--- src/rtl/ysyx_22041207_mdu_ctrl_if.sv ---
// Bundle between the EX stage, the MDU sequencing controller and the shared
// iterative multiplier / divider units. The controller takes the slave view.
interface ysyx_22041207_mdu_ctrl_if #(
    parameter int XLEN = 64
);
    // EX request side
    logic            flush;
    logic            req_valid;
    logic [2:0]      req_op;
    logic            req_word;
    logic [XLEN-1:0] req_a;
    logic [XLEN-1:0] req_b;
    logic            busy;
    logic            res_valid;
    logic [XLEN-1:0] res;

    // multiplier side
    logic            mul_valid;
    logic [1:0]      mul_signed;
    logic [XLEN-1:0] mul_a;
    logic [XLEN-1:0] mul_b;
    logic            mul_ready;
    logic            mul_out_valid;
    logic [XLEN-1:0] mul_hi;
    logic [XLEN-1:0] mul_lo;

    // divider side
    logic            div_valid;
    logic            div_signed;
    logic [XLEN-1:0] div_a;
    logic [XLEN-1:0] div_b;
    logic            div_ready;
    logic            div_out_valid;
    logic [XLEN-1:0] div_quot;
    logic [XLEN-1:0] div_rem;

    logic            unit_flush;
    logic [1:0]      state_dbg;

    modport slave (
        input  flush, req_valid, req_op, req_word, req_a, req_b,
        output busy, res_valid, res,
        output mul_valid, mul_signed, mul_a, mul_b,
        input  mul_ready, mul_out_valid, mul_hi, mul_lo,
        output div_valid, div_signed, div_a, div_b,
        input  div_ready, div_out_valid, div_quot, div_rem,
        output unit_flush, state_dbg
    );

    modport master (
        output flush, req_valid, req_op, req_word, req_a, req_b,
        input  busy, res_valid, res,
        input  mul_valid, mul_signed, mul_a, mul_b,
        output mul_ready, mul_out_valid, mul_hi, mul_lo,
        input  div_valid, div_signed, div_a, div_b,
        output div_ready, div_out_valid, div_quot, div_rem,
        input  unit_flush, state_dbg
    );
endinterface

--- src/rtl/ysyx_22041207_mdu_ctrl.sv ---
// MDU sequencing controller: prepares M-extension operands, issues them to the
// shared multiplier or divider, stalls EX until the unit answers and returns an
// XLEN result. Divide-by-zero and signed overflow are answered locally.
//
// Unit handshake: a transfer happens on the rising edge where valid and ready
// are both high; valid and the operands stay stable until that edge, and the
// unit reports its result with a single-cycle out_valid pulse some time later.
module ysyx_22041207_mdu_ctrl #(
    parameter int XLEN = 64
) (
    input logic clk,
    input logic rst,
    ysyx_22041207_mdu_ctrl_if.slave bus
);
    typedef enum logic [1:0] {
        S_IDLE  = 2'd0,
        S_ISSUE = 2'd1,
        S_WAIT  = 2'd2
    } state_t;

    localparam logic [XLEN-1:0] ALL_ONES = '1;
    localparam logic [XLEN-1:0] MIN_FULL = {1'b1, {(XLEN-1){1'b0}}};
    localparam logic [XLEN-1:0] MIN_WORD = {{(XLEN-31){1'b1}}, 31'b0};

    state_t state_q, state_d;

    logic            is_div, word_eff, word_signed, div_sgn;
    logic            b_zero, ovf, special, accept;
    logic [XLEN-1:0] prep_a, prep_b, spec_raw, spec_res;
    logic [1:0]      msign;
    logic [2:0]      op_q;
    logic            word_q;
    logic            sel_ready, sel_out_valid;
    logic [XLEN-1:0] unit_raw, unit_res;

    // Word results keep only the low 32 bits, sign-extended.
    function automatic logic [XLEN-1:0] fmt_word(input logic [XLEN-1:0] v, input logic w);
        return w ? {{(XLEN-32){v[31]}}, v[31:0]} : v;
    endfunction

    // Word flag only matters for MUL and the divide family; MULW/DIVW/REMW are the signed ones.
    assign is_div      = bus.req_op[2];
    assign word_eff    = bus.req_word && ((bus.req_op == 3'd0) || is_div);
    assign word_signed = !bus.req_op[0];
    assign div_sgn     = is_div && !bus.req_op[0];

    // Operand preparation for the request currently presented.
    always_comb begin
        prep_a = bus.req_a;
        prep_b = bus.req_b;
        if (word_eff) begin
            if (word_signed) begin
                prep_a = {{(XLEN-32){bus.req_a[31]}}, bus.req_a[31:0]};
                prep_b = {{(XLEN-32){bus.req_b[31]}}, bus.req_b[31:0]};
            end else begin
                prep_a = {{(XLEN-32){1'b0}}, bus.req_a[31:0]};
                prep_b = {{(XLEN-32){1'b0}}, bus.req_b[31:0]};
            end
        end
    end

    assign b_zero  = (prep_b == '0);
    assign ovf     = div_sgn && (prep_a == (word_eff ? MIN_WORD : MIN_FULL)) && (prep_b == ALL_ONES);
    assign special = is_div && (b_zero || ovf);
    assign accept  = (state_q == S_IDLE) && bus.req_valid && !bus.flush;

    // Locally resolved divide results and multiplier signedness for the request.
    always_comb begin
        spec_raw = '0;
        if (b_zero) begin
            spec_raw = bus.req_op[1] ? prep_a : ALL_ONES;
        end else if (ovf) begin
            spec_raw = bus.req_op[1] ? '0 : prep_a;
        end
        case (bus.req_op)
            3'd0, 3'd1: msign = 2'b11;
            3'd2:       msign = 2'b10;
            default:    msign = 2'b00;
        endcase
    end

    assign spec_res = fmt_word(spec_raw, word_eff);

    // Pick the handshake and result of the unit serving the latched operation.
    always_comb begin
        sel_ready     = op_q[2] ? bus.div_ready     : bus.mul_ready;
        sel_out_valid = op_q[2] ? bus.div_out_valid : bus.mul_out_valid;
        case (op_q)
            3'd0:       unit_raw = bus.mul_lo;
            3'd1, 3'd2,
            3'd3:       unit_raw = bus.mul_hi;
            3'd4, 3'd5: unit_raw = bus.div_quot;
            default:    unit_raw = bus.div_rem;
        endcase
    end

    assign unit_res = fmt_word(unit_raw, word_q);

    // State register.
    always_ff @(posedge clk or posedge rst) begin
        if (rst) begin
            state_q <= S_IDLE;
        end else begin
            state_q <= state_d;
        end
    end

    // Next-state: flush always returns to IDLE; special cases never leave IDLE.
    always_comb begin
        state_d = state_q;
        case (state_q)
            S_IDLE:  if (accept && !special) state_d = S_ISSUE;
            S_ISSUE: begin
                if (bus.flush)     state_d = S_IDLE;
                else if (sel_ready) state_d = S_WAIT;
            end
            S_WAIT: begin
                if (bus.flush)          state_d = S_IDLE;
                else if (sel_out_valid) state_d = S_IDLE;
            end
            default: state_d = S_IDLE;
        endcase
    end

    // State-derived outputs: unit valids, stall and abort.
    always_comb begin
        bus.mul_valid  = (state_q == S_ISSUE) && !op_q[2];
        bus.div_valid  = (state_q == S_ISSUE) &&  op_q[2];
        bus.busy       = !bus.flush && ((state_q != S_IDLE) || (bus.req_valid && !special));
        bus.unit_flush = bus.flush && (state_q != S_IDLE);
        bus.state_dbg  = state_q;
    end

    // Operand latches, result register and the one-cycle result pulse.
    always_ff @(posedge clk or posedge rst) begin
        if (rst) begin
            bus.res        <= '0;
            bus.res_valid  <= 1'b0;
            bus.mul_a      <= '0;
            bus.mul_b      <= '0;
            bus.mul_signed <= 2'b00;
            bus.div_a      <= '0;
            bus.div_b      <= '0;
            bus.div_signed <= 1'b0;
            op_q           <= 3'd0;
            word_q         <= 1'b0;
        end else begin
            bus.res_valid <= 1'b0;
            if (accept) begin
                if (special) begin
                    bus.res       <= spec_res;
                    bus.res_valid <= 1'b1;
                end else begin
                    op_q   <= bus.req_op;
                    word_q <= word_eff;
                    if (is_div) begin
                        bus.div_a      <= prep_a;
                        bus.div_b      <= prep_b;
                        bus.div_signed <= div_sgn;
                    end else begin
                        bus.mul_a      <= prep_a;
                        bus.mul_b      <= prep_b;
                        bus.mul_signed <= msign;
                    end
                end
            end else if ((state_q == S_WAIT) && !bus.flush && sel_out_valid) begin
                bus.res       <= unit_res;
                bus.res_valid <= 1'b1;
            end
        end
    end
endmodule

--- src/flat_wrapper.sv ---
// flat-port wrapper written by rule: the top's interface ports become plain ports
module ysyx_22041207_mdu_ctrl_flat 
#(
    parameter int XLEN = 64
)
  (clk, rst, bus_flush, bus_req_valid, bus_req_op, bus_req_word, bus_req_a, bus_req_b, bus_busy, bus_res_valid, bus_res, bus_mul_valid, bus_mul_signed, bus_mul_a, bus_mul_b, bus_mul_ready, bus_mul_out_valid, bus_mul_hi, bus_mul_lo, bus_div_valid, bus_div_signed, bus_div_a, bus_div_b, bus_div_ready, bus_div_out_valid, bus_div_quot, bus_div_rem, bus_unit_flush, bus_state_dbg);
  ysyx_22041207_mdu_ctrl_if #(.XLEN(XLEN)) bus_i ();
  input logic clk;
  input logic rst;
  input wire logic [$bits(bus_i.flush)-1:0] bus_flush;
  input wire logic [$bits(bus_i.req_valid)-1:0] bus_req_valid;
  input wire logic [$bits(bus_i.req_op)-1:0] bus_req_op;
  input wire logic [$bits(bus_i.req_word)-1:0] bus_req_word;
  input wire logic [$bits(bus_i.req_a)-1:0] bus_req_a;
  input wire logic [$bits(bus_i.req_b)-1:0] bus_req_b;
  output wire logic [$bits(bus_i.busy)-1:0] bus_busy;
  output wire logic [$bits(bus_i.res_valid)-1:0] bus_res_valid;
  output wire logic [$bits(bus_i.res)-1:0] bus_res;
  output wire logic [$bits(bus_i.mul_valid)-1:0] bus_mul_valid;
  output wire logic [$bits(bus_i.mul_signed)-1:0] bus_mul_signed;
  output wire logic [$bits(bus_i.mul_a)-1:0] bus_mul_a;
  output wire logic [$bits(bus_i.mul_b)-1:0] bus_mul_b;
  input wire logic [$bits(bus_i.mul_ready)-1:0] bus_mul_ready;
  input wire logic [$bits(bus_i.mul_out_valid)-1:0] bus_mul_out_valid;
  input wire logic [$bits(bus_i.mul_hi)-1:0] bus_mul_hi;
  input wire logic [$bits(bus_i.mul_lo)-1:0] bus_mul_lo;
  output wire logic [$bits(bus_i.div_valid)-1:0] bus_div_valid;
  output wire logic [$bits(bus_i.div_signed)-1:0] bus_div_signed;
  output wire logic [$bits(bus_i.div_a)-1:0] bus_div_a;
  output wire logic [$bits(bus_i.div_b)-1:0] bus_div_b;
  input wire logic [$bits(bus_i.div_ready)-1:0] bus_div_ready;
  input wire logic [$bits(bus_i.div_out_valid)-1:0] bus_div_out_valid;
  input wire logic [$bits(bus_i.div_quot)-1:0] bus_div_quot;
  input wire logic [$bits(bus_i.div_rem)-1:0] bus_div_rem;
  output wire logic [$bits(bus_i.unit_flush)-1:0] bus_unit_flush;
  output wire logic [$bits(bus_i.state_dbg)-1:0] bus_state_dbg;
  assign bus_i.flush = bus_flush;
  assign bus_i.req_valid = bus_req_valid;
  assign bus_i.req_op = bus_req_op;
  assign bus_i.req_word = bus_req_word;
  assign bus_i.req_a = bus_req_a;
  assign bus_i.req_b = bus_req_b;
  assign bus_busy = bus_i.busy;
  assign bus_res_valid = bus_i.res_valid;
  assign bus_res = bus_i.res;
  assign bus_mul_valid = bus_i.mul_valid;
  assign bus_mul_signed = bus_i.mul_signed;
  assign bus_mul_a = bus_i.mul_a;
  assign bus_mul_b = bus_i.mul_b;
  assign bus_i.mul_ready = bus_mul_ready;
  assign bus_i.mul_out_valid = bus_mul_out_valid;
  assign bus_i.mul_hi = bus_mul_hi;
  assign bus_i.mul_lo = bus_mul_lo;
  assign bus_div_valid = bus_i.div_valid;
  assign bus_div_signed = bus_i.div_signed;
  assign bus_div_a = bus_i.div_a;
  assign bus_div_b = bus_i.div_b;
  assign bus_i.div_ready = bus_div_ready;
  assign bus_i.div_out_valid = bus_div_out_valid;
  assign bus_i.div_quot = bus_div_quot;
  assign bus_i.div_rem = bus_div_rem;
  assign bus_unit_flush = bus_i.unit_flush;
  assign bus_state_dbg = bus_i.state_dbg;
  ysyx_22041207_mdu_ctrl #(.XLEN(XLEN)) u_core (.clk(clk), .rst(rst), .bus(bus_i));
endmodule
--- config.mk ---
export PLATFORM = sky130hd
export DESIGN_NAME = ysyx_22041207_mdu_ctrl_flat
export DESIGN_NICKNAME = d
export VERILOG_FILES = /design/src/rtl/ysyx_22041207_mdu_ctrl_if.sv /design/src/rtl/ysyx_22041207_mdu_ctrl.sv /design/src/flat_wrapper.sv
export SDC_FILE = /design/constraint.sdc
export NUM_CORES = 1
export LEC_CHECK = 0
export CORE_AREA = 8 8 275 277
export DETAILED_ROUTE_END_ITERATION = 16
export DIE_AREA = 0 0 283 285
export PLACE_DENSITY_LB_ADDON = 0.12
export SLEW_MARGIN = 10
export SYNTH_ARGS = -nofsm -noshare
export SYNTH_HDL_FRONTEND = slang
export SYNTH_SLANG_ARGS = --single-unit
--- constraint.sdc ---
create_clock -name clk -period 35.8 [get_ports clk]
set_clock_uncertainty 0.05 [all_clocks]
set_input_delay 8.95 -clock clk [delete_from_list [all_inputs] [get_ports clk]]
set_output_delay 8.95 -clock clk [all_outputs]
set_load 0.02 [all_outputs]
==> flow_summary_export.csv, run 1 <==
group,metric,value,unit
outcome,status,"finished, final reports clean",
synthesis,synth_cell_types,52,
hold_path,min_path_cells,2,
synthesis,ys.flop_type,"dfrtp_1",
synthesis,ys_seq_area_share,53.07,%
layout,drive_gt1_share,7.948,%
synthesis,async_flop_share,100.0,%
floorplanning,die_y,285,um
layout,final_nets,2676,
floorplanning,io-pin-count,726,
route,wl_per_cell,26.03,um
clocking,clkLatencyLatePin,560,ps
placement,place_hpwl,63.49,mm
global_route,grt_max_degree,196,
route,wirelength,85.14,mm
sta,relSlewSlack,22.24,%
synthesis,synth_compound_gate_area_share,25.26,%
synthesis,synthXorXnorAreaFrac,0,%
sta,fin_crit,22820,ps
clocking,clockBufferDepth,3,
synthesis,yosysWarnings,0,
clocking,cts_hold_buf,0,
power_and_ir_drop,p_total,1780,uW
synthesis,ys_seq_elements,330,
route,vias_per_cell,4.797,
synthesis,synth_nets,2035,
synthesis,synth_largest_area_cell,"dfrtp_1",
placement,dpl.cell_count,3184,
global_route,grt_pass1_wl,122.6,mm
layout,final_cell_area,25130,um^2
sta,fmax,43.82,MHz
critical_path,setup.worst_path.end_class,"primary output",
critical_path,critPathKind,"in2out",
sta,setup_ws,12980,ps
clocking,ctsHtreeMaxLevel,2,
layout,final_cell_mix,"clkdlybuf4s50_1, dfrtp_1, nand2_1",
run,maxCapViolCount,0,
power_and_ir_drop,p_leak,0.01025,uW
clocking,cts_made_buffers,44,
sta,rsz0062_at_grt,"no",
layout,syn_to_final_growth,61.46,%
global_route,antenna_found_initial,8,
synthesis,synth-simple-area-share,11.56,%
layout,multiInputGateArea,6608,um^2
floorplanning,fp.dieW,283,um
sta,drv_slew,0,
route,remaining_drc_errors,0,
clocking,clk_pin_slew_worst_paths,50,ps
synthesis,synth_top_area_share,53.07,%
sta,setup_viol,0,
critical_path,worst_setup_path_start_kind,"primary input",
critical_path,critPathArrivalTime,13820,ps
synthesis,synth_top_family_by_area,"compound AO/OA/AOI/OAI gates",
placement,gp_congestion,0.8575,
synthesis,synth_fa_ha_area_share,0,%
route,drtIter0Drc,843,
clocking,cts_sinks,330,
clocking,postCtsSetupRepairBufs,0,
route,postRouteAntennaNets,0,
critical_path,cp.required,26800,ps
floorplanning,placeableCoreArea,71000,um^2
synthesis,syn_area,15560,um^2
clocking,cts_tree,"built",
route,route.vias.total,15690,
critical_path,r2r_cells,6,
clocking,cts_resized,0,
synthesis,synth_area_leaders,"dfrtp_1, nand2_1, a21oi_1",
floorplanning,dieArea,80660,um^2
synthesis,synth_cells,1639,
synthesis,syn_area_per_cell,9.494,um^2
synthesis,synthMuxAreaShare,4.977,%
global_route,gr-total-overflow,0,
placement,pre_cts_ws,12920,ps
layout,seq_area,8258,um^2
sta,finalHoldViolations,0,
power_and_ir_drop,vdd_drop_max,0.03042,mV
floorplanning,rows,98,
layout,stdcell_count,3271,
layout,final_common_cell,"clkdlybuf4s50_1",
hold_path,min_path_type,"reg2reg",
layout,nFillCells,7238,
power_and_ir_drop,cellPowerDensity,70.83,nW/um^2
route,dr.pass1.iters,4,
sta,final.setup.tns,0,ps
sta,finalCritPeriodShare,63.74,%
clocking,clk_root_buffer_cell,"clkbuf_16",
synthesis,synth-edff-count,0,
critical_path,cp_max_fo,67,
placement,portBuffers,725,
placement,dpl_cell_area,23660,um^2
global_route,gr-usage-all-layers,20.15,%
floorplanning,initial_utilization,21.92,%
sta,tightest_slew,1166,ps
global_route,grt_pass1_vias,16820,
cells in the mapped netlist (4+ instances only):
cell      count
a21oi_1     162
buf_1        11
buf_4        13
buf_6         4
clkbuf_1    122
dfrtp_1     330
inv_1        36
mux2_2       67
nand2_1     329
nand3_1       4
nand4_1      19
nor2_1       10
nor3_1        4
nor4_1       25
o211ai_1     64
o21a_1       33
o21ai_0     162
o21ai_1       7
o221ai_1     63
o22ai_1      95
o31ai_1      33
sequential cells by signal, indices dropped and copies added, names as in the netlist:
signal / cells
u_core.word_q: 1
u_core.bus.div_a: 64
u_core.bus.div_signed: 1
u_core.bus.mul_signed: 2
u_core.bus.mul_a: 64
u_core.bus.state_dbg: 2
u_core.bus.mul_b: 64
u_core.bus.div_b: 64
u_core.op_q: 3
u_core.bus.res_valid: 1
u_core.bus.res: 64
metrics by stage:
step | hold WS [ps] | utilization (%)
floorplan | 467.9 | -
global placement | 409.3 | 33.32
detailed placement | 411.4 | 33.32
CTS | 425.7 | 35.37
global route | 435.3 | 35.39
finish | 420.3 | 35.39
where the power goes:
group / internal, uW / switching [uW]
Combinational: 339 / 440
Clock: 267 / 175
Sequential: 491 / 68.5
kinds of logic after synthesis:
logic type | after synthesis
compound gates | 633
simple gates | 416
flops | 330
buf+inv | 191
mux | 69
cell type report:
type / count / area share [%]
antenna: 6 / 0.05976
clock buffer: 69 / 5.234
clock inverter: 12 / 0.5428
inverter: 38 / 0.5976
multi-input combinational: 1118 / 26.30
sequential: 330 / 32.87
tap: 950 / 4.731
timing repair buffer: 748 / 29.67
metal layers:
| metal | share of wire [%] | up-vias | wire (um) | track usage (%) |
|---|---|---|---|---|
| met1 | 40 | 7689 | 34290 | 23.88 |
| met3 | 6.5 | 118 | 5525 | 5.432 |
| met4 | 3.2 | 4 | 2695 | 6.854 |
| li1 | - | 7284 | - | - |
| met5 | 0.026 | - | 22 | 0 |
| met2 | 50 | 596 | 42610 | 35.04 |
worst paths after layout:
path | from | endpoint | slack (ps)
worst max register to register | u_core.bus.state_dbg[0] | u_core.bus.mul_a[37] | 32340
min in group asynchronous | rst | u_core.bus.mul_b[30] | 8930
max in group asynchronous | rst | u_core.bus.mul_a[19] | 25280
worst max-delay path | bus_req_op[0] | bus_busy | 12980
worst min-delay path | u_core.bus.mul_b[26] | u_core.bus.mul_b[26] | 420
worst min register to register | u_core.bus.mul_b[26] | u_core.bus.mul_b[26] | 420
worst max-delay path: stages:
cell,delay [ps]
clkdlybuf4s50_1,810
nor2_1,170
o21ai_4,600
buf_4,580
o21ai_0,270
nand2_1,290
o21a_4,160
buf_4,610
o21ai_0,200
a21oi_1,320
clkdlybuf4s50_1,680
Note: power is estimated with default switching activity, not from simulation.
==> run 2, diff against run 1 <==
--- a/config.mk
+++ b/config.mk
@@ -5,9 +5,9 @@
 export SDC_FILE = /design/constraint.sdc
 export NUM_CORES = 1
 export LEC_CHECK = 0
-export CORE_AREA = 8 8 275 277
+export CORE_AREA = 8 8 276 278
 export DETAILED_ROUTE_END_ITERATION = 16
-export DIE_AREA = 0 0 283 285
+export DIE_AREA = 0 0 284 286
 export PLACE_DENSITY_LB_ADDON = 0.12
 export SLEW_MARGIN = 10
 export SYNTH_ARGS = -nofsm -noshare
==> constraint.sdc (replaced) <==
create_clock -name clk -period 23.8 [get_ports clk]
set_clock_uncertainty 0.05 [all_clocks]
set_input_delay 5.95 -clock clk [delete_from_list [all_inputs] [get_ports clk]]
set_output_delay 5.95 -clock clk [all_outputs]
set_load 0.02 [all_outputs]
==> run 2 against run 1 <==
Against the previous run: largest power group unchanged; largest cell class unchanged; count of clock-buffer cells in the layout shrank 7; critical endpoint unchanged; via count increased by 0.80%; flip-flop and latch count unchanged.
==> flow_summary_export.csv, run 2 (synthesis gave the netlist of run 1 again) <==
group,metric,value,unit
layout,stdcell_count,3286,
critical_path,cp_max_fo,70,
clocking,clkLatencyLatePin,570,ps
layout,final_cell_mix,"clkdlybuf4s50_1, dfrtp_1, nand2_1",
layout,final_common_cell,"clkdlybuf4s50_1",
power_and_ir_drop,vdd_drop_max,0.05662,mV
route,vias_per_cell,4.813,
hold_path,min_path_type,"reg2reg",
sta,finalHoldViolations,0,
clocking,cts_made_buffers,44,
clocking,cts_resized,0,
floorplanning,dieArea,81220,um^2
placement,gp_congestion,0.8522,
route,wirelength,86.68,mm
clocking,clk_pin_slew_worst_paths,60,ps
route,postRouteAntennaNets,0,
sta,fin_crit,15920,ps
critical_path,setup.worst_path.end_class,"primary output",
power_and_ir_drop,p_leak,0.01031,uW
sta,setup_viol,0,
global_route,antenna_found_initial,12,
clocking,cts_tree,"built",
floorplanning,initial_utilization,21.59,%
clocking,clockBufferDepth,3,
floorplanning,placeableCoreArea,72090,um^2
route,route.vias.total,15820,
floorplanning,die_y,286,um
sta,rsz0062_at_grt,"no",
critical_path,cp.required,17800,ps
clocking,ctsHtreeMaxLevel,2,
outcome,status,"finished, final reports clean",
layout,final_nets,2680,
route,dr.pass1.iters,5,
critical_path,critPathKind,"in2out",
sta,tightest_slew,1075,ps
floorplanning,fp.dieW,284,um
critical_path,worst_setup_path_start_kind,"primary input",
route,wl_per_cell,26.38,um
clocking,clk_root_buffer_cell,"clkbuf_16",
sta,relSlewSlack,28.03,%
placement,portBuffers,725,
floorplanning,rows,99,
clocking,cts_hold_buf,0,
power_and_ir_drop,p_total,2735,uW
route,drtIter0Drc,923,
critical_path,critPathArrivalTime,9920,ps
global_route,grt_pass1_wl,123.5,mm
global_route,gr-usage-all-layers,20.32,%
clocking,cts_sinks,330,
sta,fmax,62.81,MHz
clocking,postCtsSetupRepairBufs,0,
global_route,grt_max_degree,141,
power_and_ir_drop,cellPowerDensity,108.2,nW/um^2
layout,drive_gt1_share,8.236,%
global_route,grt_pass1_vias,16800,
placement,dpl.cell_count,3197,
sta,drv_slew,0,
floorplanning,io-pin-count,726,
sta,final.setup.tns,0,ps
layout,syn_to_final_growth,62.38,%
run,maxCapViolCount,0,
placement,place_hpwl,64.47,mm
sta,finalCritPeriodShare,66.90,%
global_route,gr-total-overflow,0,
route,remaining_drc_errors,0,
==> run 2: power breakdown <==
group	switching, uW	internal, uW
Clock	266	451
Sequential	103	738
Combinational	667	510
==> run 2: cell type report <==
cell class | instances | area (um^2)
clock inverters | 19 | 290.3
inverters | 38 | 150.1
well taps | 959 | 1200
clock buffers | 62 | 1281
diodes | 8 | 20.02
flip-flops and latches | 330 | 8258
repair buffers | 752 | 7460
fillers | 7389 | 46820
multi-input cells | 1118 | 6609
==> run 2: per-layer routing <==
layer,track usage [%],vias to the layer above,share of wire [%]
met5,0,-,0.047
met4,7.191,6,3.2
met3,5.228,113,6.6
met2,35.24,631,50
met1,24.25,7776,40
li1,-,7290,-
==> run 2: worst paths after layout <==
kind	start	endpoint	slack, ps	depth (start not counted)
max	bus_req_op[1]	bus_busy	7880	10
min	u_core.bus.mul_b[26]	u_core.bus.mul_b[26]	420	2
max reg2reg	u_core.op_q[2]	u_core.bus.res[44]	20250	8
min reg2reg	u_core.bus.mul_b[26]	u_core.bus.mul_b[26]	420	2
max in group asynchronous	rst	u_core.bus.res[1]	15360	4
min in group asynchronous	rst	u_core.bus.mul_b[28]	6000	2
==> run 2: worst max-delay path, stage by stage <==
cell and delay, ps:
clkdlybuf4s50_1 800, nor2_1 140, o21ai_4 150, buf_4 640, o21ai_0 300, nand2_1 310, o21a_4 450, o21ai_0 160
a21oi_1 310, clkdlybuf4s50_1 690
==> run 2: per-stage QoR <==
stage               hold WS, ps  setup WS (ps)  util (%)  cell area, um^2
global route              440.1           7573     35.04            25260
detailed placement        411.8           7804     32.84            23680
floorplan                 467.9           8660         -            15560
CTS                       425.9           7757     35.02            25250
finish                    420.3           7878     35.05            25270
global placement          410.2           7856     32.84            23680
